<file path="src/rtl/recfg_pkg.sv">
// Shared types and constants for the recfg_array tile scheduler.
//   mode_t        : array operating modes (MAC and element-wise variants)
//   sched_state_t : tile scheduler FSM states
//   ERR_*         : err_code encodings
//   TILE_SIZE_DEF : default array edge length
package recfg_pkg;

    typedef enum logic [2:0] {
        MODE_MAC       = 3'b000,
        MODE_EWM_MAT   = 3'b001,
        MODE_EWM_VEC   = 3'b010,
        MODE_EWM_OUTER = 3'b011
    } mode_t;

    typedef enum logic [2:0] {
        S_IDLE  = 3'd0,
        S_FETCH = 3'd1,
        S_ISSUE = 3'd2,
        S_WAIT  = 3'd3,
        S_WB    = 3'd4,
        S_DONE  = 3'd5
    } sched_state_t;

    localparam logic [1:0] ERR_NONE = 2'd0;
    localparam logic [1:0] ERR_MODE = 2'd1;
    localparam logic [1:0] ERR_TMO  = 2'd2;
    localparam logic [1:0] ERR_SPUR = 2'd3;

    localparam int TILE_SIZE_DEF = 16;

endpackage

</file>
<file path="src/rtl/recfg_blk_counter.sv">
// 2-D row-block / column-block counter for the tile scheduler.
//   load     : clear rb and cb to 0
//   step     : advance cb; on the last cb wrap to 0 and advance rb
//   n_rb/n_cb: loop bounds (must be non-zero while stepping)
//   rb/cb    : current block indices
//   last_cb  : cb is the final column block
//   last_all : both rb and cb are at their final block
module recfg_blk_counter
    import recfg_pkg::*;
#(
    parameter int CNT_W = 8
) (
    input  logic             clk,
    input  logic             rst_n,
    input  logic             load,
    input  logic             step,
    input  logic [CNT_W-1:0] n_rb,
    input  logic [CNT_W-1:0] n_cb,
    output logic [CNT_W-1:0] rb,
    output logic [CNT_W-1:0] cb,
    output logic             last_cb,
    output logic             last_all
);

    logic [CNT_W-1:0] rb_q, rb_d;
    logic [CNT_W-1:0] cb_q, cb_d;

    assign rb       = rb_q;
    assign cb       = cb_q;
    assign last_cb  = (cb_q == n_cb - 1'b1);
    assign last_all = last_cb && (rb_q == n_rb - 1'b1);

    always_comb begin
        rb_d = rb_q;
        cb_d = cb_q;
        if (load) begin
            rb_d = '0;
            cb_d = '0;
        end else if (step) begin
            if (last_cb) begin
                cb_d = '0;
                rb_d = rb_q + 1'b1;
            end else begin
                cb_d = cb_q + 1'b1;
            end
        end
    end

    always_ff @(posedge clk or negedge rst_n) begin
        if (!rst_n) begin
            rb_q <= '0;
            cb_q <= '0;
        end else begin
            rb_q <= rb_d;
            cb_q <= cb_d;
        end
    end

endmodule

</file>
<file path="src/rtl/recfg_tile_sched.sv">
// Tile-level sequencer for recfg_array. Walks the rb/cb tile loops of a job,
// requests operand staging per tile, streams valid_in into the array, waits
// for done_tile and emits a write-back strobe.
//   start/abort/cfg_*  : job control from the layer controller
//   busy/done/err_code : job status (err_code is sticky until next start)
//   tile_req/tile_ack  : operand staging handshake for (tile_rb, tile_cb)
//   arr_*              : array control; arr_done_tile returns tile completion
//   wb_en/wb_final     : result capture strobe and final-result qualifier
module recfg_tile_sched
    import recfg_pkg::*;
#(
    parameter int TILE_SIZE = TILE_SIZE_DEF,
    parameter int CNT_W     = 8,
    parameter int TMO_W     = 8
) (
    input  logic             clk,
    input  logic             rst_n,
    input  logic             start,
    input  logic             abort,
    input  logic [2:0]       cfg_mode,
    input  logic [CNT_W-1:0] cfg_n_rowblk,
    input  logic [CNT_W-1:0] cfg_n_colblk,
    output logic             busy,
    output logic             done,
    output logic [1:0]       err_code,
    output logic             tile_req,
    input  logic             tile_ack,
    output logic [CNT_W-1:0] tile_rb,
    output logic [CNT_W-1:0] tile_cb,
    output logic [2:0]       arr_mode,
    output logic             arr_valid_in,
    output logic             arr_accumulate_en,
    input  logic             arr_done_tile,
    output logic             wb_en,
    output logic             wb_final
);

    localparam int ISS_W = $clog2(TILE_SIZE) + 1;
    localparam logic [ISS_W-1:0] ISS_LAST_MAC = ISS_W'(TILE_SIZE - 1);
    // Compare value for the watchdog: WAIT cycle number 2**TMO_W-1 is the last.
    localparam logic [TMO_W-1:0] WD_LAST = TMO_W'((2 ** TMO_W) - 2);

    sched_state_t     state_q, state_d;
    logic [2:0]       mode_q, mode_d;
    logic [CNT_W-1:0] n_rb_q, n_rb_d;
    logic [CNT_W-1:0] n_cb_q, n_cb_d;
    logic [1:0]       err_q, err_d;
    logic [ISS_W-1:0] iss_q, iss_d;
    logic [TMO_W-1:0] wd_q, wd_d;

    logic             cnt_load, cnt_step;
    logic             last_cb, last_all;
    logic [CNT_W-1:0] rb, cb;
    logic [CNT_W-1:0] eff_colblk;
    logic [ISS_W-1:0] iss_last;
    logic             in_tile;

    // Element-wise jobs walk a single column block.
    assign eff_colblk = (cfg_mode == MODE_MAC) ? cfg_n_colblk : CNT_W'(1);
    assign iss_last   = (mode_q == MODE_MAC) ? ISS_LAST_MAC : '0;
    assign in_tile    = (state_q == S_FETCH) || (state_q == S_ISSUE) ||
                        (state_q == S_WAIT)  || (state_q == S_WB);

    recfg_blk_counter #(.CNT_W(CNT_W)) u_blk_cnt (
        .clk      (clk),
        .rst_n    (rst_n),
        .load     (cnt_load),
        .step     (cnt_step),
        .n_rb     (n_rb_q),
        .n_cb     (n_cb_q),
        .rb       (rb),
        .cb       (cb),
        .last_cb  (last_cb),
        .last_all (last_all)
    );

    always_comb begin
        state_d  = state_q;
        mode_d   = mode_q;
        n_rb_d   = n_rb_q;
        n_cb_d   = n_cb_q;
        err_d    = err_q;
        iss_d    = iss_q;
        wd_d     = wd_q;
        cnt_load = 1'b0;
        cnt_step = 1'b0;

        // done_tile outside WAIT never moves the FSM; it only flags an error.
        if (arr_done_tile && (state_q != S_WAIT) && (err_q == ERR_NONE)) begin
            err_d = ERR_SPUR;
        end

        case (state_q)
            S_IDLE: begin
                if (start) begin
                    mode_d   = cfg_mode;
                    n_rb_d   = cfg_n_rowblk;
                    n_cb_d   = eff_colblk;
                    err_d    = ERR_NONE;
                    cnt_load = 1'b1;
                    if (cfg_mode[2]) begin
                        err_d   = ERR_MODE;
                        state_d = S_DONE;
                    end else if ((cfg_n_rowblk == '0) || (eff_colblk == '0)) begin
                        state_d = S_DONE;
                    end else begin
                        state_d = S_FETCH;
                    end
                end
            end
            S_FETCH: begin
                if (tile_ack) begin
                    iss_d   = '0;
                    state_d = S_ISSUE;
                end
            end
            S_ISSUE: begin
                if (iss_q == iss_last) begin
                    wd_d    = '0;
                    state_d = S_WAIT;
                end else begin
                    iss_d = iss_q + 1'b1;
                end
            end
            S_WAIT: begin
                if (arr_done_tile) begin
                    state_d = S_WB;
                end else if (wd_q == WD_LAST) begin
                    err_d   = ERR_TMO;
                    state_d = S_DONE;
                end else begin
                    wd_d = wd_q + 1'b1;
                end
            end
            S_WB: begin
                // The final tile is not stepped so tile_rb/tile_cb hold it.
                if (last_all) begin
                    state_d = S_DONE;
                end else begin
                    cnt_step = 1'b1;
                    state_d  = S_FETCH;
                end
            end
            S_DONE:  state_d = S_IDLE;
            default: state_d = S_IDLE;
        endcase

        if (abort && (state_q != S_IDLE)) begin
            state_d  = S_IDLE;
            cnt_step = 1'b0;
        end
    end

    always_ff @(posedge clk or negedge rst_n) begin
        if (!rst_n) begin
            state_q <= S_IDLE;
            mode_q  <= '0;
            n_rb_q  <= '0;
            n_cb_q  <= '0;
            err_q   <= ERR_NONE;
            iss_q   <= '0;
            wd_q    <= '0;
        end else begin
            state_q <= state_d;
            mode_q  <= mode_d;
            n_rb_q  <= n_rb_d;
            n_cb_q  <= n_cb_d;
            err_q   <= err_d;
            iss_q   <= iss_d;
            wd_q    <= wd_d;
        end
    end

    assign busy              = (state_q != S_IDLE);
    assign done              = (state_q == S_DONE);
    assign err_code          = err_q;
    assign tile_req          = (state_q == S_FETCH);
    assign tile_rb           = rb;
    assign tile_cb           = cb;
    assign arr_mode          = busy ? mode_q : 3'b000;
    assign arr_valid_in      = (state_q == S_ISSUE);
    assign arr_accumulate_en = in_tile && (mode_q == MODE_MAC) && (cb != '0);
    assign wb_en             = (state_q == S_WB);
    assign wb_final          = (state_q == S_WB) && last_cb;

endmodule
</file>
<file path="config.mk">
export PLATFORM = sky130hd
export DESIGN_NAME = recfg_tile_sched
export DESIGN_NICKNAME = d
export VERILOG_FILES = /design/src/rtl/recfg_pkg.sv /design/src/rtl/recfg_blk_counter.sv /design/src/rtl/recfg_tile_sched.sv
export SDC_FILE = /design/constraint.sdc
export NUM_CORES = 1
export LEC_CHECK = 0
export CAP_MARGIN = 20
export CORE_MARGIN = 10
export CORE_UTILIZATION = 45
export DETAILED_ROUTE_END_ITERATION = 8
export GPL_TIMING_DRIVEN = 0
export MAX_ROUTING_LAYER = met4
export PLACE_DENSITY = 0.73
export SETUP_SLACK_MARGIN = 0.02
export SYNTH_ARGS = -nofsm -noshare
export SYNTH_HDL_FRONTEND = slang
export SYNTH_SLANG_ARGS = --single-unit
</file>
<file path="constraint.sdc">
create_clock -name clk -period 2.9 [get_ports clk]
set_input_delay 0.87 -clock clk [delete_from_list [all_inputs] [get_ports clk]]
set_output_delay 0.87 -clock clk [all_outputs]
set_load 0.005 [all_outputs]
</file>
[Yosys cells after proc, flatten, opt, wreduce, memory -nomap -nowiden]
Cells that the tools add are included.
Storage, ports and cells
  bits in registers: 53
  word-level logic and storage cells: 99
  output and inout port bits: 28
Operators by class
  equal/unequal tests: 19
  add/sub/neg operators: 6
  reductions and logical operators: 28
  mux-type cells: 37
Operator list (count)
  two-way mux 8 bit: 10
  two-way mux 3 bit: 10
  adder 8 x 1 -> 8 bit, second input constant: 3
  equality test 8 bit: 2
  logical NOT 8 bit: 2
  one-hot mux 8 bit (2 select lines): 1
  subtractor 8 x 1 -> 8 bit, second input constant: 2
  one-hot mux 3 bit (5 select lines): 1
  two-way mux 5 bit: 2
  one-hot mux 5 bit (2 select lines): 1
  logical NOT 3 bit: 3
  equality test 8 bit, second input constant: 1
  two-way mux 2 bit: 4
  AND reduction 4 bit: 2
  nonzero test 2 bit: 4
  nonzero test 8 bit: 1
  logical AND 1 bit: 7
  equality test 3 x 2 -> 1 bit, second input constant: 2
  equality test 3 bit, second input constant: 2
  two-way mux 1 bit: 6
  inequality test 2 bit, second input constant: 3
  inequality test 3 x 1 -> 1 bit, second input constant: 2
  adder 5 x 1 -> 5 bit, second input constant: 1
  equality test 5 x 4 -> 1 bit: 1
  12 further kinds: 17

[Logic depth before layout (Yosys ltp)]
Gate-level depths: netlist (run 1).
  word-level depth: 9
  mapped depth: 9
  gate-level depth less buffers: 8

[Hierarchy]
From an unflattened synthesis (run 1), not the netlist that was laid out.
Unflattened totals
  cells, all modules: 375
  area total of the unflattened synthesis: 3295.7 um^2
By module, submodules not included
  recfg_tile_sched: area an instance 1998.2 um^2, seq. area each 925.9 um^2, instances 1, cells an instance 216
  recfg_blk_counter: area an instance 1297.5 um^2, seq. area each 400.4 um^2, instances 1, cells an instance 159

[Worst setup path before layout (run 1)]
Ideal clock, no wire load.
  path kind: register -> output
  start point: register n_cb_q[0]
  end point: output wb_final
  path slack: -0.249 ns
  arrival time: 2.279 ns
  buffers on the path: 1
  cell stages (with the launch flop): 9
  cell sequence: dfrtp_1 inv_1 ha_1 or3b_4 or4_4 a2111oi_4 o211ai_4 buf_6 nor2_1
Between the ends
  cells in the longest elaborated chain, start to end: 3
Ends and longest elaborated chain
  from (decl): RTL line recfg_tile_sched.sv:46  | logic [CNT_W-1:0] n_cb_q, n_cb_d;
  from (signal assigned): RTL line recfg_tile_sched.sv:167  | n_cb_q <= n_cb_d;
  subtractor 8 x 1 -> 8 bit: RTL line recfg_blk_counter.sv:30  | assign last_cb = (cb_q == n_cb - 1'b1);
  equality test 8 bit: RTL line recfg_blk_counter.sv:30
  logical AND 1 bit: RTL line recfg_tile_sched.sv:184  | assign wb_final = (state_q == S_WB) && last_cb;
  to (decl): RTL line recfg_tile_sched.sv:35  | output logic wb_final
No other way between the ends.

[Worst setup path after layout (run 1)]
Same ends and word-level chain as after synthesis.

==> impl_results.md, run 1 <==
- CP Max Fanout: 2
- Worst r2r src: n_cb_q[0]
- Core area: around 7300 um2
- Drt via density: 5.529
- Post-synthesis cell area: 3364 um2
- Drc violations: 0
- Min Tclk post-route: 3.419 ns
- # IOs: 53
- Row cnt: 31
- Max_cap viols: 0
- Critical path class: register to output port
- Ys async rst share: 1.000
- Total number of vias: roughly 3000
- Vias in the first global route: around 3000
- GRT met1 Usage: 0.2130
- Die ar.: 11330 um2
- Syn_nets: 420
- Die W: 106.5 um
- Clock tree buffer depth: 2
- Clk_skew: 0.007013 ns
- Largest net degree at the start of global routing: 31
- Crit path DAT: 2.55 ns
- P&R area growth vs syn: 29.01%
- Hold EP: n_rb_q[7]
- HP Class: register to register
- RePlAce Congestion: 0.8757
- PD cells: 794.7 nW/um2
- Avg Cell Area, Syn: 8.694 um2
- First-pass GRT wire length: between 15000 and 20000 um
- Post-synthesis sequential area ratio: 0.3942
- Grt met3 use: 0.03261
- Clock Latency Late Sink: 0.30 ns
- Gr usage total: 0.1639
- Total Power: approximately 3.4 mW
- Nets: approximately 490
- 1st-iter DRT viols: 184
- Area leader, netlist: dfrtp_1
- Status: finished with violations
- DRT antenna net count: 0
- Final hold vios: 0
- CTS Root Cell: clkbuf_8
- Slew HR: 0.3381
- Count of final setup violators: 1
- Most area-consuming cells after synthesis: dfrtp_1 (39%), nand2_1 (7.9%), xnor2_1 (3.6%)
- Yosys top cell area share: 0.3942
- Required time of the critical path: about 2.0 ns
- Worst-Margin Slew: 0.9929 ns
- Worst flop-to-flop path endpoint: u_blk_cnt.rb[6]
- Number of antenna violations at the first check in global routing: 0
- Num CTS Buffers: 5
- H-tree levels: 2
- Setup ws final: -0.5190 ns
- GR peak layer: met2
- Post-synthesis register bit count: 53
- Final Cycle Share: 1.179
- Post-synth EDFFs: 0
- Count of cell types in the netlist: 53
- Synthesized instance count: 387
- RSZ-0062 raised after global routing: yes
- Crit end category: output port
- CTS tree: yes
- Port bufs: 52
- Hold_sp: n_rb_q[7]
- R2R depth: 10
- Die Height: 106.5 um
- Dominant synthesized flop cell: dfrtp_1
- DP Worst Slack: -0.8402 ns
- Reg clk slew, reported paths: about 0.10 ns
- CTS Sinks: 53
- WL final: 9037 um
- Worst hold path stage count: 2
- Max-slew violation count: 0
- Violated checks: setup timing
- Maximum clock frequency: 292.5 MHz
- Peak VDD IR: 436.0 uV
- Fin util: 0.5984
- Reg-to-reg setup timing slack: 0.11 ns
- ANT cells: 0
- Static Leak: 1.756 nW
- Layout cell share with drive strength beyond 1: 0.1385
- Initial core utilization: 0.4639
- TritonRoute pass-1 iters: 4
- Startpoint types: register
- Met2 Track Usage GR: 0.2588
- Syn. warnings: 0
- Final HPWL from detailed placement: 6776 um
- Drt wl/cell: 16.31 um
- GRT overflow: 0
[worst max path at each step]
| stage | from | to | slack (ns) | depth (start not counted) |
|---|---|---|---|---|
| 5_1_grt | n_cb_q[0] | wb_final | -0.60 | 9 |
| 2_1_floorplan | n_cb_q[0] | wb_final | -0.16 | 8 |
| 3_5_place_dp | n_cb_q[0] | wb_final | -0.84 | 9 |
| 4_1_cts | n_cb_q[0] | wb_final | -0.67 | 9 |
| 6_report | n_cb_q[0] | wb_final | -0.52 | 9 |
| 3_3_place_gp | n_cb_q[0] | wb_final | -0.79 | 9 |
[area by class of cell]
class	instances	area, um2
flip-flops and latches	53	1331
fillers	654	2913
clock inverters	1	5.005
clock buffers	7	96.34
well taps	99	123.9
multi-input cells	303	2064
plain buffers	13	57.56
inverters	15	56.30
repair buffers	63	605.6
[what timing repair did]
| action | CTS | global route |
|---|---|---|
| pin swaps | 6 | 8 |
| buffers inserted | 9 | 2 |
| hold buffers | 0 | 0 |
| gates resized for setup | 23 | 17 |
| setup endpoints to repair | 6 | 27 |
[sequential cells by signal (all words and copies together), names as in the netlist]
signal        count
n_cb_q            8
n_rb_q            8
u_blk_cnt.cb      8
u_blk_cnt.rb      8
wd_q              8
iss_q             5
mode_q            3
state_q           3
err_code          2
[report_power, final]
part           internal [mW]  switching (mW)  total (mW)
clock                  0.217           0.245       0.462
sequential             0.922           0.241        1.16
combinational          0.822            1.00        1.82
total                   1.96            1.49        3.45
[synthesized netlist by cell type (6+ instances only)]
library cell and count:
a21oi_1 10, a32o_1 6, and2_1 8, clkbuf_1 13, dfrtp_1 53, ha_1 8, inv_1 15, mux2i_1 9
nand2_1 71, nand2b_1 11, nand3_1 22, nand4_1 7, nor2_1 21, nor3_1 16, nor4_1 8, o21ai_0 22
xnor2_1 14, xor2_1 6
[cells in the final DEF, fill, tap and decap left out, types with 7 or more instances in the layout]
master and n:
dfrtp_1 49, nand2b_1 11, nor3_1 14, and2_1 8, nor2_1 19, nand4_1 7
mux2i_1 9, nand3_1 22, xnor2_1 14, clkbuf_1 9, ha_1 7, nand2_1 71
inv_1 11, clkdlybuf4s50_1 49, o21ai_0 22, a21oi_1 10, buf_4 10, clkbuf_8 7
[critical path: stages (launching register included)]
cell and delay, ns:
dfrtp_2 0.44, inv_2 0.08, ha_4 0.13, or3b_4 0.37
or4_4 0.43, a2111oi_4 0.35, o211ai_4 0.13, buf_6 0.15
nor2_4 0.05, buf_2 0.11
[cell families (layout without fill, tap and decap cells)]
kind of cell,after synthesis,count (layout),synth area share
AO/OA/AOI/OAI,71,71,0.1595
XOR/XNOR,20,20,0.05206
adder cells (fa/ha/maj),8,8,0.02975
buffers and inverters,31,99,0.03682
flip-flops,53,53,0.3942
multiplexers,9,9,0.02678
AND/OR/NAND/NOR,195,195,0.3009
[per-stage QoR]
| stage | hold WS (ns) | area, um2 | instances | setup TNS [ns] |
|---|---|---|---|---|
| final | 0.5244 | 4340 | 554 | -0.5190 |
| after global routing | 0.5672 | 4340 | 554 | -0.5953 |
| after CTS | 0.5325 | 4253 | 554 | -0.6943 |
| after detailed placement | 0.5063 | 4026 | 539 | -1.540 |
| after global placement | 0.4999 | 4011 | 538 | -37.02 |
| after floorplan | 0.4605 | 3367 | 387 | -0.1634 |
[per-layer routing]
| layer | vias up | wire [um] |
|---|---|---|
| li1 | 1514 | - |
| met1 | 1469 | 4197 |
| met2 | 72 | 4365 |
| met3 | 8 | 397 |
| met4 | 0 | 76 |
| met5 | - | 0 |
Note: power is estimated with default switching activity, not from simulation.
==> run 2, diff against run 1 <==
--- a/config.mk
+++ b/config.mk
@@ -8,6 +8,7 @@
 export CAP_MARGIN = 20
 export CORE_MARGIN = 10
 export CORE_UTILIZATION = 45
+export CTS_CLUSTER_SIZE = 14
 export DETAILED_ROUTE_END_ITERATION = 8
 export GPL_TIMING_DRIVEN = 0
 export MAX_ROUTING_LAYER = met4
==> results of run 2 <==
No change in the layout: final DEF, timing and power equal those of run 1.
==> run 3, diff against run 2 <==
--- a/config.mk
+++ b/config.mk
@@ -6,7 +6,6 @@
 export NUM_CORES = 1
 export LEC_CHECK = 0
 export CAP_MARGIN = 20
-export CORE_MARGIN = 10
 export CORE_UTILIZATION = 45
 export CTS_CLUSTER_SIZE = 14
 export DETAILED_ROUTE_END_ITERATION = 8
==> run 3 against run 2 <==
The run still ends with setup timing left. Setup slack got worse by 0.0053 ns. Fmax shrank 0.15%. Count of clock-buffer cells in the layout fell by 1. Largest power group unchanged.
==> impl_results.md, run 3 (same netlist as run 1, synthesis figures left out) <==
- Drt via density: 5.637 (+1.9%)
- Setup ws final: -0.5243 ns (-0.005281 ns)
- Slew HR: 0.4373 (+0.09923)
- Critical path class: register to output port
- Port bufs: 52 (unchanged)
- Crit path depth: 8 (-1)
- WL final: 8719 um (-3.5%)
- Most frequent cells in the layout: nand2_1 (71), dfrtp_1 (49), clkdlybuf4s50_1 (49)
- Highest Signal Layer: met4
- Max_cap viols: 0 (unchanged)
- Worst flop-to-flop path endpoint: u_blk_cnt.rb[2]
- Worst Setup EP: wb_final
- Initial core utilization: 0.4639 (unchanged)
- Crit end category: output port
- Int Power: 1.913 mW (-2.5%)
- Total Power: 3.395 mW (-1.6%)
- Startpoint types: register
- Number of antenna violations at the first check in global routing: 0 (unchanged)
- Gr usage total: 0.2471 (+0.08322)
- Nets: 489 (+0.41%)
- Worst r2r src: n_cb_q[0]
- CTS tree: yes
- Drt wl/cell: 15.68 um (-3.9%)
- GRT overflow: 0 (unchanged)
- DRT antenna net count: 0 (unchanged)
- Layout cell share with drive strength beyond 1: 0.1422 (+0.003770)
- CP Max Fanout: 4 (+2)
- Met1 WL: 3965 um (-5.5%)
- Sw Share: 0.4367 (+0.005324)
- Die W: 88.47 um (-17%)
- Die Height: 88.47 um (-17%)
- Row cnt: 31 (unchanged)
- Fillers: 629 (-3.8%)
- Required time of the critical path: 2.03 ns (about the same)
- CP dominant cell by count: or4_1
- HP Class: register to register
- Register share of total power: 0.337 (about the same)
- Final HPWL from detailed placement: 6194 um (-8.6%)
- Worst-Margin Slew: 0.8440 ns (-0.1488 ns)
- Min Tclk post-route: 3.424 ns (+0.005281 ns)
- Core area: 7253 um2 (unchanged)
- NetSw: 1.483 mW (-0.35%)
- Maximum clock frequency: 292.0 MHz (-0.15%)
- Clock Latency Late Sink: 0.32 ns (+0.02 ns)
- Commonest non-fill, non-tap cell in the layout: nand2_1
- Fin Hold WS: 0.5170 ns (-0.007465 ns)
- Clk_skew: 0.008784 ns (+0.001771 ns)
- Final Cycle Share: 1.181 (+0.001821)
- CP Buf/Inv Count: 3 (unchanged)
- CTS Sinks: 53 (unchanged)
- Combinational share of power: 0.535 (+0.006)
- H-tree levels: 2 (unchanged)
- Peak per-stage delay on the critical path: 0.55 ns (+0.11 ns)
- Hold buffer count at CTS: 0 (unchanged)
- PD cells: 789.1 nW/um2 (-0.71%)
- Clock tree buffer depth: 2 (unchanged)
- Die ar.: 7826 um2 (-31%)
- RSZ-0062 raised after global routing: yes
- Drc violations: 0 (unchanged)
- Static Leak: 1.752 nW (-0.23%)
- Crit path DAT: 2.55 ns (about the same)
- Peak VDD IR: 401.2 uV (-8.0%)
- Family with the most delay on the worst path: simple AND/OR/NAND/NOR gates
- Final hold vios: 0 (unchanged)
- Vias in the first global route: 2869 (-4.8%)
- Count of final setup violators: 1 (unchanged)
- Met3 wire len: 405 um (+2.0%)
- Clock network power share: 0.128 (-0.006)
- CTS Root Cell: clkbuf_8
- CP Cell Sequence: buf_4 -> or4_1 -> or4_1 -> o311ai_2 -> o211ai_4 -> buf_6 -> nor2_4 -> buf_2
- RePlAce Congestion: 0.8732 (-0.29%)
- Slowest cell on crit path: or4_1
- Total number of vias: 3134 (+2.3%)
- First-pass GRT wire length: 14180 um (-6.2%)
- Reg clk slew, reported paths: 0.10 ns (about the same)
- ANT cells: 0 (unchanged)
- Crit path launch: n_cb_q[0]
- Violated checks: setup timing
- Metal2 WL: 4246 um (-2.7%)
- # IOs: 53 (unchanged)
- R2R depth: 8 (-2)
- Num CTS Buffers: 5 (unchanged)
- TritonRoute pass-1 iters: 4 (unchanged)
- P&R area growth vs syn: 27.89%
- Reg-to-reg setup timing slack: 0.14 ns (+0.03 ns)
- 1st-iter DRT viols: 205 (+11%)
- Largest net degree at the start of global routing: 31 (unchanged)
- Max-slew violation count: 0 (unchanged)
- Status: finished with violations
## run 3: worst min path at each step
stage	start	to	slack (ns)	cells past startpoint
finish	n_rb_q[7]	n_rb_q[7]	0.52	2
floorplan	mode_q[2]	mode_q[2]	0.46	2
CTS	n_rb_q[7]	n_rb_q[7]	0.52	2
detailed placement	mode_q[1]	mode_q[1]	0.50	2
global route	n_rb_q[7]	n_rb_q[7]	0.55	2
global placement	n_rb_q[7]	n_rb_q[7]	0.50	2
## run 3: power groups by stage
stage          Combinational [mW]  Sequential [mW]  Clock (mW)
2_1_floorplan                1.12             1.09           0
3_3_place_gp                 1.58             1.14           0
3_5_place_dp                 1.63             1.14           0
4_1_cts                      1.77             1.14       0.446
5_1_grt                      2.00             1.18       0.466
6_report                     1.82             1.14       0.435
## run 3: repair_timing
item | 4_1_cts | 5_1_grt
resized for setup | 29 | 8
pin swaps | 7 | 3
endpoints found under the setup margin | 12 | 25
setup buffers | 11 | 1
## run 3: tightest hold or removal path, cell delays in order, from the launching register on
cell	delay [ns]
dfrtp_1	0.37
nand2_1	0.06
nand2_1	0.06
## run 3: layer usage
layer	global-route usage	up-vias
met1	0.3266	1521
met5	-	-
met2	0.3944	84
met3	0.03918	8
li1	-	1521
met4	0.06745	0
## run 3: area by class of cell
type / instances / area, um2 / area share
buffer: 13 / 57.56 / 0.01338
clock buffer: 6 / 72.57 / 0.01687
clock inverter: 2 / 13.76 / 0.003199
inverter: 15 / 56.30 / 0.01309
multi-input combinational: 303 / 2032 / 0.4722
sequential: 53 / 1331 / 0.3094
tap: 99 / 123.9 / 0.02879
timing repair buffer: 65 / 615.6 / 0.1431
## run 3: metrics by stage
step	cell area [um2]	util	TNS [ns]	std cells	worst slack (ns)
final	4303	0.5932	-0.5243	556	-0.5243
after CTS	4265	0.5881	-0.6650	555	-0.6650
after detailed placement	4026	0.5551	-1.377	539	-0.8445
after floorplan	3367	-	-0.1634	387	-0.1634
after global placement	4011	0.5530	-37.39	538	-0.7821
after global routing	4303	0.5932	-0.6610	556	-0.6330
